## src/rtl/dft_capture_pkg.sv

```systemverilog
// Shared register map, field offsets, flag positions and channel FSM encoding
// for the DFT scan-chain unload buffer.
package dft_capture_pkg;

  localparam logic [7:0]  REG_CTRL  = 8'h00;
  localparam logic [7:0]  REG_DONE  = 8'h01;
  localparam logic [7:0]  REG_OVF   = 8'h02;
  localparam logic [7:0]  CH_BASE   = 8'h10;
  localparam int unsigned CH_STRIDE = 4;

  localparam logic [1:0] FLD_DATA    = 2'd0;
  localparam logic [1:0] FLD_COUNT   = 2'd1;
  localparam logic [1:0] FLD_FLAGS   = 2'd2;
  localparam logic [1:0] FLD_FLAGCLR = 2'd3;

  localparam int unsigned CTRL_ENABLE    = 0;
  localparam int unsigned CTRL_SOFT_CLR  = 1;
  localparam int unsigned FLAG_OVF       = 0;
  localparam int unsigned FLAG_UDF       = 1;
  localparam int unsigned FLAG_STATE_LSB = 4;

  typedef enum logic [1:0] {
    ST_IDLE  = 2'd0,
    ST_CAPT  = 2'd1,
    ST_DRAIN = 2'd2,
    ST_ACK   = 2'd3
  } ch_state_e;

  typedef struct packed {
    logic       hit;
    logic [5:0] ch;
    logic [1:0] fld;
  } ch_addr_t;

  // The channel block stride is 4 words, so the field is the low two bits of
  // the offset from CH_BASE and the channel index is the rest.
  function automatic ch_addr_t decode_ch(input logic [7:0] addr, input int unsigned n_ch);
    ch_addr_t   d;
    logic [7:0] off;
    off   = addr - CH_BASE;
    d.ch  = off[7:2];
    d.fld = off[1:0];
    d.hit = (addr >= CH_BASE) && (32'(off[7:2]) < n_ch);
    return d;
  endfunction

endpackage

```

## src/rtl/dft_capture_channel.sv

```systemverilog
// One scan-chain unload channel: FIFO with wrap-bit pointers, sticky
// overflow/underflow flags and the capture/drain/ack handshake FSM.
module dft_capture_channel
  import dft_capture_pkg::*;
#(
  parameter int unsigned P_DEPTH  = 8,
  parameter int unsigned P_DATA_W = 32,
  localparam int unsigned AW      = $clog2(P_DEPTH)
) (
  input  logic                clk,
  input  logic                reset,
  input  logic                enable,
  input  logic                soft_clr,
  input  logic [P_DATA_W-1:0] push_data,
  input  logic                strobe,
  input  logic                commit,
  input  logic                pop,
  input  logic                clr_ovf,
  input  logic                clr_udf,
  output logic [P_DATA_W-1:0] head_data,
  output logic [AW:0]         count,
  output logic                ovf,
  output logic                udf,
  output logic                ack,
  output ch_state_e           state
);

  localparam logic [AW:0] DEPTH_CNT = (AW+1)'(P_DEPTH);

  logic [P_DATA_W-1:0] mem [P_DEPTH];
  logic [AW:0]         wr_ptr;
  logic [AW:0]         rd_ptr;
  ch_state_e           state_nxt;
  logic                empty;
  logic                full;
  logic                push_req;
  logic                pop_ok;
  logic                push_ok;
  logic                ovf_set;

  assign count     = wr_ptr - rd_ptr;
  assign empty     = (count == '0);
  assign full      = (count == DEPTH_CNT);
  assign push_req  = strobe && (state == ST_CAPT) && !soft_clr;
  assign pop_ok    = pop && !empty;
  // A pop in the same cycle frees the head slot, so a push into a full FIFO
  // is still accepted.
  assign push_ok   = push_req && (!full || pop_ok);
  assign ovf_set   = push_req && full && !pop_ok;
  assign head_data = empty ? '0 : mem[rd_ptr[AW-1:0]];

  always_ff @(posedge clk) begin
    if (push_ok) mem[wr_ptr[AW-1:0]] <= push_data;
  end

  always_ff @(posedge clk or negedge reset) begin
    if (!reset) begin
      wr_ptr <= '0;
      rd_ptr <= '0;
    end else if (soft_clr) begin
      wr_ptr <= '0;
      rd_ptr <= '0;
    end else begin
      if (push_ok) wr_ptr <= wr_ptr + 1'b1;
      if (pop_ok)  rd_ptr <= rd_ptr + 1'b1;
    end
  end

  always_ff @(posedge clk or negedge reset) begin
    if (!reset) begin
      ovf <= 1'b0;
      udf <= 1'b0;
    end else if (soft_clr) begin
      ovf <= 1'b0;
      udf <= 1'b0;
    end else begin
      if (ovf_set)      ovf <= 1'b1;
      else if (clr_ovf) ovf <= 1'b0;
      if (pop && empty) udf <= 1'b1;
      else if (clr_udf) udf <= 1'b0;
    end
  end

  always_ff @(posedge clk or negedge reset) begin
    if (!reset) state <= ST_IDLE;
    else        state <= state_nxt;
  end

  // DRAIN looks at the registered count, so the last pop reaches ACK one
  // cycle after the pop edge.
  always_comb begin
    state_nxt = state;
    if (soft_clr) begin
      state_nxt = ST_IDLE;
    end else begin
      case (state)
        ST_IDLE:  if (enable) state_nxt = ST_CAPT;
        ST_CAPT: begin
          if (commit)       state_nxt = ST_DRAIN;
          else if (!enable) state_nxt = ST_IDLE;
        end
        ST_DRAIN: if (empty)   state_nxt = ST_ACK;
        ST_ACK:   if (!commit) state_nxt = ST_IDLE;
        default:  state_nxt = ST_IDLE;
      endcase
    end
  end

  always_comb begin
    ack = (state == ST_ACK);
  end

endmodule

```

## src/rtl/dft_capture_buffer.sv

```systemverilog
// Per-scan-chain unload buffer: register decode, CTRL, registered read mux
// and the array of capture channels.
module dft_capture_buffer
  import dft_capture_pkg::*;
#(
  parameter int unsigned P_SC_NBR = 16,
  parameter int unsigned P_DEPTH  = 8,
  parameter int unsigned P_DATA_W = 32
) (
  input  logic                         clk,
  input  logic                         reset,
  input  logic [31:0]                  axi_rd_addr,
  input  logic                         axi_rd_en,
  output logic [31:0]                  axi_rd_msg,
  input  logic [31:0]                  axi_wr_addr,
  input  logic                         axi_wr_en,
  input  logic [31:0]                  axi_wr_msg,
  input  logic [P_DATA_W*P_SC_NBR-1:0] dft_output_data,
  input  logic [P_SC_NBR-1:0]          dft_output_strobe,
  input  logic [P_SC_NBR-1:0]          dft_op_commit,
  output logic [P_SC_NBR-1:0]          dft_commit_ack,
  output logic                         irq_done
);

  localparam int unsigned AW = $clog2(P_DEPTH);

  logic                ctrl_enable;
  logic                wr_ctrl;
  logic                soft_clr;
  ch_addr_t            rd_dec;
  ch_addr_t            wr_dec;
  logic [31:0]         rd_word;
  logic [P_DATA_W-1:0] ch_head  [P_SC_NBR];
  logic [AW:0]         ch_count [P_SC_NBR];
  ch_state_e           ch_state [P_SC_NBR];
  logic [P_SC_NBR-1:0] ch_ovf;
  logic [P_SC_NBR-1:0] ch_udf;
  logic                unused_bits;

  assign unused_bits = ^{axi_rd_addr[31:8], axi_wr_addr[31:8], axi_wr_msg[31:2]};

  assign rd_dec   = decode_ch(axi_rd_addr[7:0], P_SC_NBR);
  assign wr_dec   = decode_ch(axi_wr_addr[7:0], P_SC_NBR);
  assign wr_ctrl  = axi_wr_en && (axi_wr_addr[7:0] == REG_CTRL);
  assign soft_clr = wr_ctrl && axi_wr_msg[CTRL_SOFT_CLR];
  assign irq_done = |dft_commit_ack;

  // SOFT_CLR is a one-cycle strobe; only ENABLE is stored.
  always_ff @(posedge clk or negedge reset) begin
    if (!reset)       ctrl_enable <= 1'b0;
    else if (wr_ctrl) ctrl_enable <= axi_wr_msg[CTRL_ENABLE];
  end

  for (genvar g = 0; g < P_SC_NBR; g++) begin : g_ch
    logic ch_wr_sel;
    assign ch_wr_sel = axi_wr_en && wr_dec.hit && (wr_dec.ch == 6'(g)) && (wr_dec.fld == FLD_FLAGCLR);

    dft_capture_channel #(
      .P_DEPTH  (P_DEPTH),
      .P_DATA_W (P_DATA_W)
    ) u_channel (
      .clk       (clk),
      .reset     (reset),
      .enable    (ctrl_enable),
      .soft_clr  (soft_clr),
      .push_data (dft_output_data[g*P_DATA_W +: P_DATA_W]),
      .strobe    (dft_output_strobe[g]),
      .commit    (dft_op_commit[g]),
      .pop       (axi_rd_en && rd_dec.hit && (rd_dec.ch == 6'(g)) && (rd_dec.fld == FLD_DATA)),
      .clr_ovf   (ch_wr_sel && axi_wr_msg[FLAG_OVF]),
      .clr_udf   (ch_wr_sel && axi_wr_msg[FLAG_UDF]),
      .head_data (ch_head[g]),
      .count     (ch_count[g]),
      .ovf       (ch_ovf[g]),
      .udf       (ch_udf[g]),
      .ack       (dft_commit_ack[g]),
      .state     (ch_state[g])
    );
  end

  always_comb begin
    rd_word = '0;
    if (rd_dec.hit) begin
      for (int i = 0; i < P_SC_NBR; i++) begin
        if (rd_dec.ch == 6'(i)) begin
          case (rd_dec.fld)
            FLD_DATA:  rd_word = 32'(ch_head[i]);
            FLD_COUNT: rd_word = 32'(ch_count[i]);
            FLD_FLAGS: begin
              rd_word[FLAG_OVF]              = ch_ovf[i];
              rd_word[FLAG_UDF]              = ch_udf[i];
              rd_word[FLAG_STATE_LSB +: 2]   = ch_state[i];
            end
            default:   rd_word = '0;
          endcase
        end
      end
    end else begin
      case (axi_rd_addr[7:0])
        REG_CTRL: rd_word[CTRL_ENABLE] = ctrl_enable;
        REG_DONE: rd_word = 32'(dft_commit_ack);
        REG_OVF:  rd_word = 32'(ch_ovf);
        default:  rd_word = '0;
      endcase
    end
  end

  always_ff @(posedge clk or negedge reset) begin
    if (!reset)         axi_rd_msg <= '0;
    else if (axi_rd_en) axi_rd_msg <= rd_word;
  end

endmodule

```

## config.mk

```make
export PLATFORM = sky130hd
export DESIGN_NAME = dft_capture_buffer
export DESIGN_NICKNAME = d
export VERILOG_FILES = /design/src/rtl/dft_capture_pkg.sv /design/src/rtl/dft_capture_channel.sv /design/src/rtl/dft_capture_buffer.sv
export SDC_FILE = /design/constraint.sdc
export NUM_CORES = 2
export LEC_CHECK = 0
export CORE_UTILIZATION = 33
export CTS_BUF_LIST = sky130_fd_sc_hd__clkbuf_2 sky130_fd_sc_hd__clkbuf_4 sky130_fd_sc_hd__clkbuf_8
export CTS_CLUSTER_SIZE = 24
export DETAILED_ROUTE_END_ITERATION = 6
export GPL_TIMING_DRIVEN = 0
export HOLD_SLACK_MARGIN = 0.02
export SLEW_MARGIN = 5
export SYNTH_ARGS = -nofsm -noshare
export SYNTH_HDL_FRONTEND = slang
export SYNTH_HIERARCHICAL = 1
export SYNTH_SLANG_ARGS = --single-unit
```

## constraint.sdc

```tcl
create_clock -name clk -period 9 [get_ports clk]
set_input_delay 1.8 -clock clk [delete_from_list [all_inputs] [get_ports clk]]
set_output_delay 1.8 -clock clk [all_outputs]
set_load 0.05 [all_outputs]
```

# After elaboration in Yosys (flattened, before gate mapping)
# Memories as Yosys holds them, arrays and structs flattened.
# Index checks and enable logic that the tools add are counted.
dict set report totals {
  output_inout_bits 49
  ram_bits 4096
  regBits 225
  inputBits 644
  elab_cells 1097
  memories 16
}
# name words word_bits read_ports rd_ports_with_merged_regs wr line
set mem_list {}
lappend mem_list {{g_ch[0].u_channel.mem} 8 32 1 0 1 dft_capture_channel.sv:30} ;# logic [P_DATA_W-1:0] mem [P_DEPTH];
lappend mem_list {{g_ch[10].u_channel.mem} 8 32 1 0 1 dft_capture_channel.sv:30}
lappend mem_list {{g_ch[11].u_channel.mem} 8 32 1 0 1 dft_capture_channel.sv:30}
lappend mem_list {{g_ch[12].u_channel.mem} 8 32 1 0 1 dft_capture_channel.sv:30}
lappend mem_list {{g_ch[13].u_channel.mem} 8 32 1 0 1 dft_capture_channel.sv:30}
lappend mem_list {{g_ch[14].u_channel.mem} 8 32 1 0 1 dft_capture_channel.sv:30}
lappend mem_list {{+10 memories} n/a n/a n/a n/a n/a n/a}
dict set report op_classes {
  n_mux 385
  n_reduce_logical 397
  eq_ne 163
  addsub 50
  magnitude_cmp 4
}
# cell n
set op_table {}
lappend op_table {{$mux 32} 45}
lappend op_table {{$pmux 26 s2} 15}
lappend op_table {{$mux 4} 64}
lappend op_table {{$logic_and 1x1->1} 214}
lappend op_table {{$pmux 2 s3} 31}
lappend op_table {{$mux 2} 66}
lappend op_table {{$add 4x1->4 const B} 32}
lappend op_table {{$mux 1} 128}
lappend op_table {{$pmux 2 s4} 16}
lappend op_table {{$eq 6x4->1 const B} 16}
lappend op_table {{$ne 3x2->1 const B} 32}
lappend op_table {{$reduce_bool 3->1} 32}
lappend op_table {{$eq 2x2->1 const B} 34}
lappend op_table {{$pmux 2 s2} 17}
lappend op_table {{$eq 4x4->1 const B} 16}
lappend op_table {{$logic_not 4->1} 16}
lappend op_table {{$ne 4x3->1 const B} 16}
lappend op_table {{$reduce_and 4->1} 16}
lappend op_table {{$reduce_bool 2->1} 32}
lappend op_table {{$sub 4x4->4} 16}
lappend op_table {{$logic_not 1->1} 49}
lappend op_table {{$eq 6x3->1 const B} 8}
lappend op_table {{$ne 3x1->1 const B} 16}
lappend op_table {{$eq 2x1->1 const B} 17}
lappend op_table {{other kinds (15)} 55}

# Logic depth before layout (Yosys ltp)
dict set report depth {
  ltp_word 48
  depth_mapped 16
  ltp_nobuf 13
}

# By module
# The synthesis kept the hierarchy.
# mod seq_area_each_um2 cells_each area_each_um2 instances
set modules_own_cells {}
lappend modules_own_cells {{dft_capture_channel at g_ch[10].u_channel ...} 7987.7 531 10476.3 7}
lappend modules_own_cells {{dft_capture_channel at g_ch[6].u_channel ...} 7987.7 530 10487.6 3}
lappend modules_own_cells {{dft_capture_channel at g_ch[11].u_channel ...} 7987.7 530 10473.8 3}
lappend modules_own_cells {{dft_capture_channel at g_ch[5].u_channel} 7987.7 530 10520.1 1}
lappend modules_own_cells {{dft_capture_channel at g_ch[13].u_channel} 7987.7 530 10495.1 1}
lappend modules_own_cells {{dft_capture_channel at g_ch[0].u_channel} 7987.7 529 10472.5 1}
lappend modules_own_cells {dft_capture_buffer 825.8 1028 7470.9 1}

# Worst setup path before layout
# No wires, ideal clock.
dict set report synth_path {
  kind {input to register}
  start {input port axi_wr_en}
  end {memory g_ch[0].u_channel.mem[2][0] (enable)}
  stages 7
  n_path_buf 0
  setup_time_ns 0.513
  t_required_ns 8.487
  arrival_ns 7.103
  slack_ns 1.384
  path_cell_list {nor2b_1 -> nand4_1 -> nor2_1 -> and2_1 -> or4bb_1 -> nand2b_1 -> nor4b_1}
}
dict set report synth_between {
  elab_chain_len 7
}
# item line
set synth_rtl {}
lappend synth_rtl {{start, declared} dft_capture_buffer.sv:16} ;# input logic axi_wr_en,
lappend synth_rtl {{$logic_and 1x1->1} dft_capture_buffer.sv:44} ;# assign wr_ctrl = axi_wr_en && (axi_wr_addr[7:0] == REG_CTRL);
lappend synth_rtl {{$logic_and 1x1->1} dft_capture_buffer.sv:45} ;# assign soft_clr = wr_ctrl && axi_wr_msg[CTRL_SOFT_CLR];
lappend synth_rtl {{named net soft_clr} dft_capture_buffer.sv:29} ;# logic soft_clr;
lappend synth_rtl {{$logic_not 1->1} dft_capture_channel.sv:44} ;# assign push_req = strobe && (state == ST_CAPT) && !soft_clr;
lappend synth_rtl {{$logic_and 1x1->1} dft_capture_channel.sv:44}
lappend synth_rtl {{$logic_and 1x1->1} dft_capture_channel.sv:48} ;# assign push_ok = push_req && (!full || pop_ok);
lappend synth_rtl {{$mux 1} dft_capture_channel.sv:53} ;# if (push_ok) mem[wr_ptr[AW-1:0]] <= push_data;
lappend synth_rtl {{$mux 1 (implied by the code)} dft_capture_channel.sv:53}
lappend synth_rtl {{end, declared} dft_capture_channel.sv:30}
# The timed path passes the listed nets, and every way through them passes these cells.

# Worst setup path after layout
dict set report layout_path {
  start {input port axi_rd_addr[2]}
  end {memory g_ch[0].u_channel.mem[5][6] (enable)}
}
dict set report layout_between {
  elab_chain_len 11
  word_cells_on_any_way 13
  cone_classes {add/sub (1); order compare (2); mux (2); reduce/logical (8)}
}
# item line
set layout_rtl {}
lappend layout_rtl {{start, declared} dft_capture_buffer.sv:12} ;# input logic [31:0] axi_rd_addr,
lappend layout_rtl {{$sub 8x5->8} dft_capture_pkg.sv:40} ;# off = addr - CH_BASE;
lappend layout_rtl {{$lt 6x5->1} dft_capture_pkg.sv:43} ;# d.hit = (addr >= CH_BASE) && (32'(off[7:2]) < n_ch);
lappend layout_rtl {{$logic_and 1x1->1} dft_capture_pkg.sv:43}
lappend layout_rtl {{$logic_and 1x1->1} dft_capture_buffer.sv:69} ;# .pop (axi_rd_en && rd_dec.hit && (rd_dec.ch == 6'(g)) && (rd_dec.fld == FLD_DATA)),
lappend layout_rtl {{$logic_and 1x1->1 (*) (2 in series)} dft_capture_buffer.sv:69}
lappend layout_rtl {{$logic_and 1x1->1 (*)} dft_capture_channel.sv:45} ;# assign pop_ok = pop && !empty;
lappend layout_rtl {{$logic_or 1x1->1 (*)} dft_capture_channel.sv:48}
lappend layout_rtl {{$logic_and 1x1->1 (*)} dft_capture_channel.sv:48}
lappend layout_rtl {{$mux 1 (*)} dft_capture_channel.sv:53}
lappend layout_rtl {{$mux 1 (implied by the code) (*)} dft_capture_channel.sv:53}
# Every way passes the cells marked *; elsewhere a longest branch is shown, timed or not.

==> impl_metrics.env <==
export IMPL_status="finished, violations left"
export IMPL_violations="design-rule violations, max-capacitance violations, max-slew violations"
export IMPL_ir_drop_uv=179
export IMPL_clk_path_buf_depth=4
export IMPL_crit_required_ns=9.96
export IMPL_clock_latency_ns=1.34
export IMPL_async_flop_share_pct=5.21
export IMPL_wl_met2_mm=267
export IMPL_slew_headroom_pct=-8.85
export IMPL_instances_no_fill=18931
export IMPL_first_pass_iters=7
export IMPL_max_freq_ghz=0.129
export IMPL_grt_pass1_vias=100109
export IMPL_cts_resized=0
export IMPL_routedWlPerCell_um=32.4
export IMPL_r2r_cells=16
export IMPL_cts_clk_slew_worst_paths_ns=0.07
export IMPL_power_density_nw_per_um2=233
export IMPL_hold_path_class="primary input to asynchronous set/reset pin"
export IMPL_routed_wl_mm=614
export IMPL_met3_wirelength_mm=78.9
export IMPL_worstMarginPinSlew_ns=1.63
export IMPL_path_class="primary input to register"
export IMPL_synthCells=9514
export IMPL_final_setup_viol_count=0
export IMPL_synth_nets=10254
export IMPL_r2r_slack_ns=2.35
export IMPL_drc=2
export IMPL_numCtsBuffers=704
export IMPL_yosysSeqAreaShare_pct=73.4
export IMPL_rsz0062_at_grt="no"
export IMPL_final_seq_area_um2=129000
export IMPL_clockRootBuffer="clkbuf_8"
export IMPL_grt_pass1_wl_mm=826
export IMPL_syn_area_um2=175000
export IMPL_start_util_pct=33.1
export IMPL_path_max_fanout=10
export IMPL_viasPerCell=5.36
export IMPL_p_leak_uw=0.0683
export IMPL_syn_mean_instance_area_um2=18.4
export IMPL_die_h_um=731
export IMPL_via_count=101460
export IMPL_tritoncts="done"
export IMPL_fp_row_count=267
export IMPL_synth_simple_gate_area_share_pct=5.10
export IMPL_grt_antenna_before_repair=334
export IMPL_postCtsSetupRepairBufs=0
export IMPL_area_growth_pct=19.5
export IMPL_synth_warnings=6
export IMPL_finalCriticalPeriod_ns=7.77
export IMPL_cts_sinks=4321
export IMPL_synth_edf_count=4096
export IMPL_drv_slew=33
export IMPL_finClkSkew_ns=0.152
export IMPL_gr_total_overflow=0
export IMPL_synth_top_family_by_area="multiplexers"
export IMPL_mostFrequentLayoutCells="edfxtp_1, nand2_1, mux4_2, clkbuf_8, a21oi_1"
export IMPL_ys_flop_type="edfxtp_1"
export IMPL_fp_dieArea_um2=534000
export IMPL_grt_max_degree=89
export IMPL_dr_first_iter_drc_count=13235
export IMPL_placedCellCount=17542
export IMPL_multi_input_area_um2=44100
export IMPL_timing_rr_start="g_ch[2].u_channel/rd_ptr[1]$_DFFE_PN0P_"
export IMPL_final_common_cell="edfxtp_1"
export IMPL_synth_fa_ha_area_share_pct=0.754
export IMPL_fillers=47799
export IMPL_highest_layer="met5"
export IMPL_cts_hold_buf=0
export IMPL_fp_coreArea_um2=529000
export IMPL_synthXorXnorAreaFrac_pct=0.300
export IMPL_grtUsageTotal_pct=22.4
export IMPL_setup_tns_final_ns=0
export IMPL_final_period_utilization_pct=86.3
export IMPL_critPathArrivalTime_ns=8.73
export IMPL_nNetsFinal=11994
export IMPL_synth_mux_area_share_pct=14.5
export IMPL_setup_worst_path_end_class="register"
export IMPL_ios=693
export IMPL_htree_levels=6
export IMPL_hold_viol=0
export IMPL_ys_ff_latch=4321
export IMPL_drive_above_1_share_pct=25.8
export IMPL_io_buffers=612
export IMPL_chipWidth_um=731
export IMPL_cp_start_kind="primary input"
export IMPL_synth_compound_area_share_pct=4.18
export IMPL_place_congestion=1.04
export IMPL_ys_types=95
export IMPL_wl_met1_mm=231
export IMPL_r2r_end="axi_rd_msg[16]$_DFFE_PN0P_"
export IMPL_dp_hpwl_mm=455
export IMPL_antenna_left=0
export IMPL_drv_cap=4
## cell type report
type / instances / area share (%)
clock buffer: 978 / 5.68
tap: 6994 / 4.18
inverter: 135 / 0.242
timing repair buffer: 1034 / 5.04
sequential: 4321 / 61.4
buffer: 547 / 1.18
multi-input combinational: 4511 / 21.1
antenna: 126 / 0.151
clock inverter: 285 / 1.02
## metal layers
| layer | vias to the layer above | GRT usage (%) |
|---|---|---|
| li1 | 41955 | - |
| met1 | 52685 | 27.7 |
| met5 | - | 0 |
| met4 | 162 | 12.6 |
| met2 | 5242 | 32.6 |
| met3 | 1416 | 10.1 |
## cells in the mapped netlist, drive strengths merged, types with 9 or more instances
| master | count | area (um^2) |
|---|---|---|
| a21o | 24 | 180 |
| and2 | 29 | 181 |
| o31ai | 26 | 195 |
| nand3 | 62 | 315 |
| a211oi | 12 | 90.1 |
| o211ai | 14 | 105 |
| a311oi | 20 | 175 |
| nor2 | 228 | 863 |
| mux4 | 1035 | 23300 |
| edfxtp | 4096 | 123000 |
| clkbuf | 254 | 953 |
| nand2b | 54 | 338 |
| o22ai | 24 | 150 |
| o221ai | 9 | 78.8 |
| ha | 80 | 1000 |
| a21oi | 642 | 3220 |
| dfrtp | 225 | 5630 |
| and3b | 16 | 140 |
| or3 | 49 | 382 |
| and4 | 15 | 131 |
| a22o | 21 | 184 |
| mux2i | 157 | 1570 |
| xor2 | 29 | 254 |
| buf | 293 | 1520 |
| a221o | 10 | 100 |
| and3 | 19 | 119 |
| mux2 | 52 | 593 |
| nand2 | 1222 | 4590 |
| a2111oi | 32 | 649 |
| a22oi | 100 | 751 |
| nor3 | 66 | 347 |
| fa | 16 | 320 |
| a221oi | 12 | 105 |
| inv | 134 | 503 |
| nor4 | 55 | 350 |
| a31oi | 29 | 203 |
| nand4 | 22 | 138 |
| o21ai | 110 | 562 |
| nor2b | 58 | 375 |
| xnor2 | 31 | 272 |
| nor3b | 17 | 133 |
| or4bb | 15 | 169 |
## report_power, final
group / switching [uW] / internal (uW)
combinational: 5510 / 2360
clock: 8200 / 9020
sequential: 674 / 23000
total: 14400 / 34300
## per-stage QoR
stage          setup WS, ns  util (%)  hold slack, ns  instance area [um^2]  power (uW)
2_1_floorplan          1.38         -           0.449                175000       27500
3_3_place_gp          -6.38      35.9           0.479                190000       31400
3_5_place_dp          0.221      36.9           0.499                195000       31700
4_1_cts                1.58      39.5           0.461                209000       48800
5_1_grt                1.25      39.6           0.519                209000       50100
6_report               1.23      39.6           0.508                209000       48700
## registers in the layout, indices dropped and copies added, names as in the netlist
register,count
g_ch.u_channel/udf,16
g_ch.u_channel/mem,4096
g_ch.u_channel/ovf,16
g_ch.u_channel/wr_ptr,64
ctrl_enable,1
g_ch.u_channel/rd_ptr,64
g_ch.u_channel/state,32
axi_rd_msg,32
## worst max path at each step
| stage | from | to | slack (ns) |
|---|---|---|---|
| CTS | axi_rd_addr[7] | g_ch[9].u_channel/mem[4][4]$_DFFE_PP_ | 1.58 |
| floorplan | axi_wr_en | g_ch[0].u_channel/mem[2][0]$_DFFE_PP_ | 1.38 |
| global route | axi_rd_addr[7] | g_ch[9].u_channel/mem[4][4]$_DFFE_PP_ | 1.25 |
| global placement | reset | g_ch[0].u_channel/rd_ptr[2]$_DFFE_PN0P_ | -6.38 |
| detailed placement | axi_rd_addr[7] | g_ch[9].u_channel/mem[4][17]$_DFFE_PP_ | 0.22 |
| finish | axi_rd_addr[2] | g_ch[0].u_channel/mem[5][6]$_DFFE_PP_ | 1.23 |
## worst max-delay path, stage by stage
cell	delay (ns)
clkdlybuf4s50_1	0.86
buf_2	0.42
buf_4	0.28
nor2_1	1.22
nand2_1	0.72
nor2_1	1.05
nor4_1	0.24
a31oi_1	0.47
nand2_1	0.21
nor3_2	0.63
buf_8	0.24
buf_4	0.20
buf_6	0.17
buf_6	0.15
## cells by family (layout without fill, tap and decap cells)
kind of cell / count (synthesis) / after routing
and+or+nand+nor: 1962 / 1962
other: 0 / 126
DFF: 4321 / 4321
adders and majority gates: 96 / 96
xor gates and xnor gates: 60 / 60
AOI/OAI and AO/OA: 1149 / 1149
buffers and inverters: 682 / 2979
muxes: 1244 / 1244
Note: power is estimated with default switching activity, not from simulation.
